==> src/rtl/uart_rx_pkg.sv <==
// Shared types and sizing helpers for the 8N1 receive-framing stage.
package uart_rx_pkg;

    typedef enum logic [2:0] {
        IDLE,
        START,
        DATA,
        STOP,
        LOAD
    } rx_state_e;

    localparam int DEF_CLKS_PER_BIT = 16;
    localparam int DEF_TIMER_BITS   = 5;
    localparam int DEF_DATA_BITS    = 8;

    // Half a bit period lands the first sample in the middle of the start bit.
    function automatic int half_bit(input int clks_per_bit);
        return clks_per_bit / 2;
    endfunction

    function automatic int full_bit(input int clks_per_bit);
        return clks_per_bit;
    endfunction

    // One extra count so the index can reach DATA_BITS itself.
    function automatic int idx_width(input int data_bits);
        return $clog2(data_bits + 1);
    endfunction

endpackage

==> src/rtl/rx_sync.sv <==
// Two-flop synchronizer for the serial line plus a history flop for falling-edge detection.
module rx_sync (
    input  logic clk,
    input  logic rst,
    input  logic async_in,
    output logic sync,
    output logic fall
);

    logic meta_q, meta_d;
    logic sync_q, sync_d;
    logic prev_q, prev_d;

    always_comb begin
        meta_d = async_in;
        sync_d = meta_q;
        prev_d = sync_q;
    end

    // Reset high so an idle line never looks like a start edge.
    always_ff @(posedge clk or posedge rst) begin
        if (rst) begin
            meta_q <= 1'b1;
            sync_q <= 1'b1;
            prev_q <= 1'b1;
        end else begin
            meta_q <= meta_d;
            sync_q <= sync_d;
            prev_q <= prev_d;
        end
    end

    assign sync = sync_q;
    assign fall = prev_q & ~sync_q;

endmodule

==> src/rtl/uart_rx_frame.sv <==
// 8N1 receive framer: drives an external bit timer, samples mid-bit, checks the stop bit
// and hands bytes out through a one-entry valid/ready buffer with error pulses.
module uart_rx_frame
    import uart_rx_pkg::*;
#(
    parameter int CLKS_PER_BIT = DEF_CLKS_PER_BIT,
    parameter int TIMER_BITS   = DEF_TIMER_BITS,
    parameter int DATA_BITS    = DEF_DATA_BITS
) (
    input  logic                  clk,
    input  logic                  rst,
    input  logic                  serial_in,
    output logic                  tmr_clear,
    output logic                  tmr_enable,
    output logic [TIMER_BITS-1:0] tmr_rollover_val,
    input  logic                  tmr_rollover_flag,
    output logic [DATA_BITS-1:0]  rx_data,
    output logic                  rx_valid,
    input  logic                  rx_ready,
    output logic                  framing_error,
    output logic                  overrun_error
);

    localparam int HALF_BIT = half_bit(CLKS_PER_BIT);
    localparam int FULL_BIT = full_bit(CLKS_PER_BIT);
    localparam int IDX_W    = idx_width(DATA_BITS);

    localparam logic [TIMER_BITS-1:0] HALF_VAL = TIMER_BITS'(HALF_BIT);
    localparam logic [TIMER_BITS-1:0] FULL_VAL = TIMER_BITS'(FULL_BIT);
    localparam logic [IDX_W-1:0]      LAST_IDX = IDX_W'(DATA_BITS - 1);

    rx_state_e            state_q, state_d;
    logic [DATA_BITS-1:0] shift_q, shift_d;
    logic [DATA_BITS-1:0] data_q,  data_d;
    logic [IDX_W-1:0]     idx_q,   idx_d;
    logic                 stop_q,  stop_d;
    logic                 valid_q, valid_d;
    logic                 ferr_q,  ferr_d;
    logic                 oerr_q,  oerr_d;

    logic sync;
    logic fall;
    logic strobe;
    logic clear_c;

    rx_sync u_sync (
        .clk      (clk),
        .rst      (rst),
        .async_in (serial_in),
        .sync     (sync),
        .fall     (fall)
    );

    assign tmr_enable       = (state_q == START) || (state_q == DATA) || (state_q == STOP);
    assign tmr_rollover_val = ((state_q == IDLE) || (state_q == START)) ? HALF_VAL : FULL_VAL;
    // A stale flag left over from a previous frame must not advance the FSM.
    assign strobe           = tmr_rollover_flag & tmr_enable;

    always_comb begin
        state_d = state_q;
        shift_d = shift_q;
        data_d  = data_q;
        idx_d   = idx_q;
        stop_d  = stop_q;
        valid_d = valid_q;
        ferr_d  = 1'b0;
        oerr_d  = 1'b0;
        clear_c = 1'b0;

        if (valid_q && rx_ready) begin
            valid_d = 1'b0;
        end

        case (state_q)
            IDLE: begin
                if (fall) begin
                    clear_c = 1'b1;
                    state_d = START;
                end
            end

            START: begin
                if (strobe) begin
                    if (!sync) begin
                        // Re-align the timer so data samples fall a full bit after mid-start.
                        clear_c = 1'b1;
                        idx_d   = '0;
                        state_d = DATA;
                    end else begin
                        state_d = IDLE;
                    end
                end
            end

            DATA: begin
                if (strobe) begin
                    shift_d                = shift_q >> 1;
                    shift_d[DATA_BITS-1]   = sync;
                    idx_d                  = idx_q + IDX_W'(1);
                    if (idx_q == LAST_IDX) begin
                        state_d = STOP;
                    end
                end
            end

            STOP: begin
                if (strobe) begin
                    stop_d  = sync;
                    state_d = LOAD;
                end
            end

            LOAD: begin
                state_d = IDLE;
                if (!stop_q) begin
                    ferr_d = 1'b1;
                end else if (!valid_q || rx_ready) begin
                    data_d  = shift_q;
                    valid_d = 1'b1;
                end else begin
                    oerr_d = 1'b1;
                end
            end

            default: begin
                state_d = IDLE;
            end
        endcase
    end

    always_ff @(posedge clk or posedge rst) begin
        if (rst) begin
            state_q <= IDLE;
            shift_q <= '0;
            data_q  <= '0;
            idx_q   <= '0;
            stop_q  <= 1'b0;
            valid_q <= 1'b0;
            ferr_q  <= 1'b0;
            oerr_q  <= 1'b0;
        end else begin
            state_q <= state_d;
            shift_q <= shift_d;
            data_q  <= data_d;
            idx_q   <= idx_d;
            stop_q  <= stop_d;
            valid_q <= valid_d;
            ferr_q  <= ferr_d;
            oerr_q  <= oerr_d;
        end
    end

    assign tmr_clear     = clear_c;
    assign rx_data       = data_q;
    assign rx_valid      = valid_q;
    assign framing_error = ferr_q;
    assign overrun_error = oerr_q;

endmodule

==> config.mk <==
export PLATFORM = sky130hd
export DESIGN_NAME = uart_rx_frame
export DESIGN_NICKNAME = d
export VERILOG_FILES = /design/src/rtl/uart_rx_pkg.sv /design/src/rtl/rx_sync.sv /design/src/rtl/uart_rx_frame.sv
export SDC_FILE = /design/constraint.sdc
export NUM_CORES = 1
export LEC_CHECK = 0
export ABC_CLOCK_PERIOD_IN_PS = 2100
export CAP_MARGIN = 5
export CORE_UTILIZATION = 25
export CTS_CLUSTER_SIZE = 30
export DETAILED_ROUTE_END_ITERATION = 12
export MAX_ROUTING_LAYER = met4
export PLACE_DENSITY = 0.53
export SYNTH_ARGS = -nofsm -noshare
export SYNTH_HDL_FRONTEND = slang
export SYNTH_SLANG_ARGS = --single-unit
==> constraint.sdc <==
create_clock -name clk -period 2.1 [get_ports clk]
set_clock_uncertainty 0.1 [all_clocks]
set_input_delay 0.42 -clock clk [delete_from_list [all_inputs] [get_ports clk]]
set_output_delay 0.42 -clock clk [all_outputs]
set_load 0.01 [all_outputs]
==> impl_metrics.toml, run 1 <==
[die]
start_util_pct = 26.58
die_h_um = 73.80
die_area_um2 = 5446
fp.coreArea_um2 = 4848
rows = 25
io_pins = 23
fp.dieW_um = 73.80

[global_routing]
grt_pass1_vias = 840
grtUsageTotal_pct = 9.850
grt_pass1_wl_mm = 3.781
gr-total-overflow = 0
grt_max_degree = 31
antenna_found_initial = 0

[synth]
syn_area_per_cell_um2 = 12.89
synth-seq-cells = 30
synth-seq-area-share_pct = 58.54
yosys_warnings = 0
netlist_instances = 100
synth_area_um2 = 1289
ys_types = 29

[setup_path]
reg2reg_depth = 5
arrival_ns = 1.51
r2r_end = "shift_q[6]"
r2r_start = "state_q[2]"
ff2ff_setup_slack_ns = 0.42
critPathCaptureType = "output port"
critPathKind = "reg2out"
crit_start = "state_q[2]"
cp.required_ns = 1.58
critPathLaunchType = "register"
cp_max_fo = 10
endpoint = "tmr_enable"

[pwr]
leakagePower_nw = 0.7775
p_per_area_nw_per_um2 = 1256
peakVddDrop_mv = 0.5406

[clock_network]
holdBufCountCts = 0
cts_buffers = 5
clkSinkCount = 30
cts_buffer_depth = 2
clk_pin_slew_ns = 0.06
clk_latency_ns = 0.28
htreeDepth = 2
cts_setup_buffers = 0
cts_resized = 3
tritoncts = "built"
cts_root_buffer = "clkbuf_8"

[drt]
avgViaCountPerCell = 4.136
ant_nets = 0
wl_mm = 2.219
wire_per_inst_um = 11.15
vias = 823
drcViolationCount = 0
drt_iter0_markers = 34
drt_first_pass_iters = 4

[final_layout]
insertedDiodeCount = 0
fill_cells = 477
final_nets = 137
fin_cells = 199
syn2layout_area_growth_pct = 33.40
drive_above_1_share_pct = 31.06
final_area_um2 = 1719

[placement]
portBuffers = 19
place.gp.congestion = 0.7822
place_ws_ns = -0.2358
numPlacedInstances = 191
dpl_cell_area_um2 = 1605
place_hpwl_mm = 1.547

[job]
cap_violations = 0

[timing]
period_needed_ns = 2.028
fin_crit_sh_pct = 96.56
finalHoldViolCount = 0
slew_viol_final = 0
grt_setup_unrepaired = "no"
final.setup.tns_ns = 0
setup_viol = 0
fmax_mhz = 493.2
worst_slack_ns = 0.07226

[run_status]
status = "completed"

[worst_hold_path]
worstHoldPathType = "reg2reg"
[kinds of logic (layout without fill, tap and decap cells)]
logic type,after synthesis,count (layout),share of synthesized area (%)
muxes,19,19,16.41
buffers and inverters,12,42,5.242
DFF,30,30,58.54
other,1,3,0.2910
adders and majority gates,1,1,0.9707
and+or+nand+nor,26,26,12.52
AOI/OAI and AO/OA,11,11,6.019
[synthesized netlist by cell type (all sizes together)]
cell type	instances	area [µm²]
dfstp	3	78.83
nand3	3	15.01
conb	1	3.750
nor4bb	1	10.01
nand2b	4	25.02
clkbuf	1	3.750
ha	1	12.51
nand2	4	15.01
nor2	6	22.52
a221oi	1	8.760
or3b	1	8.760
o21ai	3	15.01
nor2b	1	6.260
o31ai	2	15.01
a211oi	2	20.02
dfrtp	27	675.7
mux2	17	191.4
or2	1	6.260
mux2i	2	20.02
and4	1	8.760
o2bb2ai	1	8.760
a21oi	2	10.01
inv	6	22.52
buf	5	41.29
and2	1	6.260
nor3b	2	25.02
nand4	1	12.51
[stage by stage]
| stage | total power, W | hold slack [ns] | utilization [%] |
|---|---|---|---|
| final | 0.002160 | 0.2549 | 35.46 |
| after global routing | 0.002295 | 0.2631 | 35.46 |
| after CTS | 0.002197 | 0.2560 | 35.43 |
| after detailed placement | 0.001596 | 0.2468 | 33.11 |
| after global placement | 0.001577 | 0.2473 | 33.11 |
| after floorplan | 0.001264 | 0.2452 | - |
[critical path, stage by stage (launching register included)]
cell and delay, ns:
dfrtp_1 0.38, buf_4 0.18, nor2_1 0.13, clkdlybuf4s50_1 0.54
[flip-flops by register name, summed over array words and instances (netlist names)]
signal / cells
u_sync.prev_q: 1
state_q: 3
stop_q: 1
rx_valid: 1
framing_error: 1
overrun_error: 1
rx_data: 8
idx_q: 4
shift_q: 8
u_sync.sync: 1
u_sync.meta_q: 1
[worst min-delay path by stage]
stage | end | start | cells after the start | slack, ns
detailed placement | u_sync.sync | u_sync.meta_q | 0 | 0.25
global route | u_sync.sync | u_sync.meta_q | 0 | 0.26
floorplan | u_sync.sync | u_sync.meta_q | 0 | 0.25
CTS | u_sync.sync | u_sync.meta_q | 0 | 0.26
finish | u_sync.sync | u_sync.meta_q | 0 | 0.25
global placement | u_sync.sync | u_sync.meta_q | 0 | 0.25
[layer usage]
layer	routed length, µm	vias to the layer above	global-route usage [%]
met5	0	-	-
met4	38	0	3.846
met3	113	5	4.938
met2	951	24	13.86
met1	1116	397	11.96
li1	-	397	-
[layout by cell type, fill, tap and decap left out, types with 4 or more instances in the layout]
cell type,synthesis,routed
dfrtp_1,27,27
mux2_2,17,17
clkdlybuf4s50_1,0,16
buf_4,4,8
nor2_1,6,6
inv_1,6,6
clkbuf_8,0,6
nand2b_1,4,4
nand2_1,4,4
[final cells by class]
class                      count  area [µm²]  area share [%]
clock inverter                 1       30.03           1.747
inverter                       6       22.52           1.310
clock buffer                   7       86.33           5.022
tap                           67       83.83           4.876
sequential                    30       754.5           43.89
multi-input combinational     60       474.2           27.58
timing repair buffer          28       267.8           15.57
[power by group]
| group | total [W] | internal (W) | leakage, nW | switching, W |
|---|---|---|---|---|
| combinational | 0.000691 | 0.000399 | 0.329 | 0.000292 |
| sequential | 0.000871 | 0.000755 | 0.390 | 0.000116 |
| clock | 0.000597 | 0.000386 | 0.0585 | 0.000211 |
| total | 0.00216 | 0.00154 | 0.777 | 0.000619 |
(Power assumes the default switching activity.)
==> run 2: changes to the inputs <==
--- a/config.mk
+++ b/config.mk
@@ -5,8 +5,9 @@
 export SDC_FILE = /design/constraint.sdc
 export NUM_CORES = 1
 export LEC_CHECK = 0
+export ABC_AREA = 1
 export ABC_CLOCK_PERIOD_IN_PS = 2100
-export CAP_MARGIN = 5
+export CAP_MARGIN = 30
 export CORE_UTILIZATION = 25
 export CTS_CLUSTER_SIZE = 30
 export DETAILED_ROUTE_END_ITERATION = 12
==> impl_metrics.toml, run 2 <==
[synth]
synth.most_common_cell = "nand2_1"
yosys.area.top_type_share_pct = 48.56
ys_types = 25
synth_enable_flop_cells = 0
synth_ff_type = "dfrtp_1"
synth-seq-area-share_pct = 54.23
synth-seq-cells = 30
yosys_warnings = 0
netlist_instances = 150
async_flop_share_pct = 100.0
syn_area_per_cell_um2 = 9.276
yosys.area.top_type = "dfrtp_1"
synthTopCellsByCount = "nand2_1, dfrtp_1, inv_1"
synth_area_um2 = 1391
ys_top_cells_by_area = "dfrtp_1, nand2_1, dfstp_2, o21ai_2, inv_1"

[global_routing]
grtUsageTotal_pct = 9.530
grt_pass1_vias = 932
grt_max_degree = 31
gr-total-overflow = 0
antenna_found_initial = 0
grt_pass1_wl_mm = 4.071

[worst_hold_path]
worstHoldStart = "u_sync.meta_q"
whs_endpoint = "u_sync.sync"
worstHoldPathType = "reg2reg"
holdPathStages = 0

[drt]
vias = 966
avgViaCountPerCell = 3.911
drt_first_pass_iters = 4
wire_per_inst_um = 9.510
drt_iter0_markers = 26
drcViolationCount = 0
ant_nets = 0
wl_mm = 2.349

[die]
rows = 26
io_pins = 23
fp.coreArea_um2 = 5238
fp.dieW_um = 76.60
die_area_um2 = 5868
die_h_um = 76.60
start_util_pct = 26.56

[placement]
portBuffers = 19
dpl_cell_area_um2 = 1662
place_hpwl_mm = 1.658
place.gp.congestion = 0.7772

[final_layout]
regArea_um2 = 757.0
layout_commonest_cell = "nand2_1"
drive_above_1_share_pct = 22.03
final_area_um2 = 1742
multi_input_area_um2 = 520.5
final_nets = 183
layout_common_cells = "nand2_1, dfrtp_1, inv_1, clkdlybuf4s50_1"
fill_cells = 550
insertedDiodeCount = 0
syn2layout_area_growth_pct = 25.18

[clock_network]
cts_buffer_depth = 2
cts_root_buffer = "clkbuf_8"
clk_pin_slew_ns = 0.06
tritoncts = "built"
clkSinkCount = 30
cts_buffers = 5
clk_latency_ns = 0.28
htreeDepth = 2

[timing]
period_needed_ns = 1.999
finalHoldViolCount = 0
slew_viol_final = 0
fmax_mhz = 500.2
fin_crit_sh_pct = 95.21
hold_ws_ns = 0.2554
setup_viol = 0
grt_setup_unrepaired = "no"

[setup_path]
crit_family = "buffers and inverters"
critPathKind = "reg2out"
arrival_ns = 1.48
cp_max_fo = 4
reg2reg_depth = 8
r2r_start = "state_q[0]"
critPathLaunchType = "register"
critPathCaptureType = "output port"
r2r_end = "idx_q[3]"
slowest_stage = "clkdlybuf4s50_1"
cp.required_ns = 1.58
critPathBufInv = 3
ff2ff_setup_slack_ns = 0.72
slowest_delay_ns = 0.52
crit_chain = "inv_2 -> nand2_1 -> inv_1 -> clkdlybuf4s50_1"

[pwr]
leakagePower_nw = 0.8307
peakVddDrop_mv = 0.4958
p_per_area_nw_per_um2 = 1223

[job]
cap_violations = 0

[run_status]
status = "completed"
[run 2: power by group]
| part | internal (W) | total [W] | switching (W) | leakage (nW) |
|---|---|---|---|---|
| combinational | 0.000369 | 0.000809 | 0.000441 | 0.407 |
| clock | 0.000222 | 0.000430 | 0.000208 | 0.0438 |
| sequential | 0.000763 | 0.000891 | 0.000128 | 0.380 |
[run 2: kinds of logic (layout without fill, tap and decap cells)]
family | count (synthesis) | in the layout | share of synthesized area, %
simple gates | 72 | 72 | 25.81
other cells | 1 | 3 | 0.2695
buf+inv | 26 | 51 | 8.902
compound gates | 19 | 19 | 9.263
xor+xnor | 1 | 1 | 0.6296
flops | 30 | 30 | 54.23
fa+ha+maj | 1 | 1 | 0.8991
[run 2: per-layer routing]
| layer | global-route usage (%) | vias to the layer above | part of all wire, % |
|---|---|---|---|
| met5 | - | - | 0 |
| li1 | - | 508 | - |
| met1 | 10.79 | 435 | 47 |
| met4 | 7.500 | 0 | 3.3 |
| met3 | 2.994 | 7 | 3.4 |
| met2 | 13.87 | 16 | 46 |
[run 2: layout make-up]
class                   count  share of cell area, %
multi-input cells          96                  29.89
well taps                  70                  5.029
flip-flops and latches     30                  43.46
inverters                  21                  4.526
repair buffers             23                  12.57
clock inverters             2                 0.5747
clock buffers               5                  3.951
[run 2: worst max path at each step]
stage	start	end	depth (start not counted)
final	state_q[2]	tmr_rollover_val[3]	4
after global routing	state_q[0]	tmr_clear	5
after CTS	state_q[2]	tmr_rollover_val[3]	4
after detailed placement	tmr_rollover_flag	tmr_clear	4
after global placement	tmr_rollover_flag	tmr_clear	4
after floorplan	state_q[1]	tmr_clear	4
[run 2: repair_timing]
item / in CTS / in global routing
buffers inserted: 0 / 0
hold buffers: 0 / 0
cloned: 0 / 0
endpoints found under the setup margin: 1 / 2
resized for setup: 1 / 2
[run 2: per-stage QoR]
stage	setup TNS, ns	power, W	util (%)	setup slack (ns)	instances
3_5_place_dp	-0.05710	0.001729	31.72	-0.05710	240
3_3_place_gp	-0.04612	0.001718	31.72	-0.04612	240
2_1_floorplan	0	0.001420	-	0.5863	152
5_1_grt	0	0.002306	33.25	0.005798	247
6_report	0	0.002131	33.25	0.1007	247
4_1_cts	0	0.002173	33.21	0.05561	247
==> run 3: changes to the inputs <==
--- a/config.mk
+++ b/config.mk
@@ -11,6 +11,8 @@
 export CORE_UTILIZATION = 25
 export CTS_CLUSTER_SIZE = 30
 export DETAILED_ROUTE_END_ITERATION = 12
+export GPL_ROUTABILITY_DRIVEN = 0
+export GPL_TIMING_DRIVEN = 0
 export MAX_ROUTING_LAYER = met4
 export PLACE_DENSITY = 0.53
 export SYNTH_ARGS = -nofsm -noshare
==> impl_metrics.toml, run 3 (synthesis results as in run 2) <==
[run_status]
status = "completed"

[drt]
drt_iter0_markers = 27
vias = 997
wl_mm = 2.607
ant_nets = 0
wire_per_inst_um = 10.35
drt_first_pass_iters = 4
avgViaCountPerCell = 3.956
drcViolationCount = 0

[die]
die_area_um2 = 5868
start_util_pct = 26.56
io_pins = 23
rows = 26
fp.dieW_um = 76.60
die_h_um = 76.60
fp.coreArea_um2 = 5238

[pwr]
power.internal_w = 0.001655
p_seq_share_pct = 36.4
peakVddDrop_mv = 0.3547
p_per_area_nw_per_um2 = 1312
switchingPower_w = 0.0008216
clockPowerShare_pct = 29.6
leakagePower_nw = 0.8957
sw_frac_of_total_pct = 33.18
power_w = 0.002476
power_frac_comb_pct = 34.1

[global_routing]
grt_pass1_wl_mm = 4.885
grt_pass1_vias = 1066
grtUsageTotal_pct = 11.27
antenna_found_initial = 0
gr-total-overflow = 0
grt_max_degree = 22

[final_layout]
utilization_pct = 36.02
insertedDiodeCount = 0
drive_above_1_share_pct = 26.37
fin_cells = 252
syn2layout_area_growth_pct = 35.61
final_nets = 187
layout_common_cells = "nand2_1, dfrtp_1, inv_1, clkdlybuf4s50_1"
layout_commonest_cell = "nand2_1"

[placement]
numPlacedInstances = 242
portBuffers = 19
place_hpwl_mm = 1.846

[clock_network]
htreeDepth = 2
holdBufCountCts = 0
clk_latency_ns = 0.29
tritoncts = "built"
cts_buffers = 5
cts_root_buffer = "clkbuf_8"
clk_pin_slew_ns = 0.07
clkSinkCount = 30
cts_buffer_depth = 2

[setup_path]
cp.required_ns = 1.58
reg2reg_depth = 5
arrival_ns = 1.46
crit_start = "state_q[2]"
critPathCaptureType = "output port"
r2r_end = "shift_q[0]"
cp_max_fo = 5
ff2ff_setup_slack_ns = 0.69
critPathKind = "reg2out"
critPathLaunchType = "register"
r2r_start = "state_q[2]"

[timing]
fin_crit_sh_pct = 94.19
fmax_mhz = 505.6
slew_viol_final = 0
period_needed_ns = 1.978
setup_viol = 0
hold_ws_ns = 0.2568
finalHoldViolCount = 0
grt_setup_unrepaired = "no"
final.setup.tns_ns = 0

[worst_hold_path]
worstHoldStart = "u_sync.meta_q"
holdPathStages = 0
worstHoldPathType = "reg2reg"
whs_endpoint = "u_sync.sync"

[job]
cap_violations = 0
run 3: layer usage:
layer	GRT usage, %	up-vias	wire length (µm)
li1	-	520	-
met1	11.91	452	1213
met2	17.75	18	1207
met3	3.593	7	107
met4	8.077	0	79
met5	-	-	0
run 3: through the flow:
stage                     setup slack (ns)  instance area, µm²
after floorplan                     0.5863                1399
after global placement             -0.1777                1677
after detailed placement           -0.1721                1704
after CTS                         0.007148                1853
after global routing               0.02645                1887
final                               0.1221                1887
run 3: worst max-delay path by stage:
stage,to,cells past startpoint
floorplan,tmr_clear,4
global placement,tmr_clear,4
detailed placement,tmr_clear,4
CTS,tmr_clear,5
global route,tmr_clear,4
finish,tmr_clear,4
run 3: worst max-delay path, cell delays in order, from the launching register on:
cell and delay, ns:
dfrtp_2 0.46, nor2_4 0.19, nand2_1 0.09, o22ai_2 0.17, clkdlybuf4s15_1 0.26
run 3: cell type report:
cell class | count | area (µm²)
fill | 553 | 3351
sequential | 30 | 758.2
multi-input combinational | 96 | 534.3
timing repair buffer | 22 | 235.2
tap | 70 | 87.58
inverter | 21 | 83.83
clock buffer | 6 | 82.58
clock inverter | 2 | 60.06
buffer | 5 | 45.04
run 3: timing repair:
| action | 4_1_cts | 5_1_grt |
|---|---|---|
| setup buffers | 0 | 2 |
| endpoints found under the setup margin | 1 | 4 |
| gates resized for setup | 3 | 8 |
| hold endpoints to repair | 0 | 0 |
run 3: power groups by stage:
stage                     Clock, W  Sequential, W  Combinational (W)
after floorplan                  0       0.000912           0.000508
after global placement           0       0.000906           0.000797
after detailed placement         0       0.000908           0.000816
after CTS                 0.000749       0.000900           0.000823
after global routing      0.000781       0.000926           0.000977
final                     0.000732       0.000901           0.000843
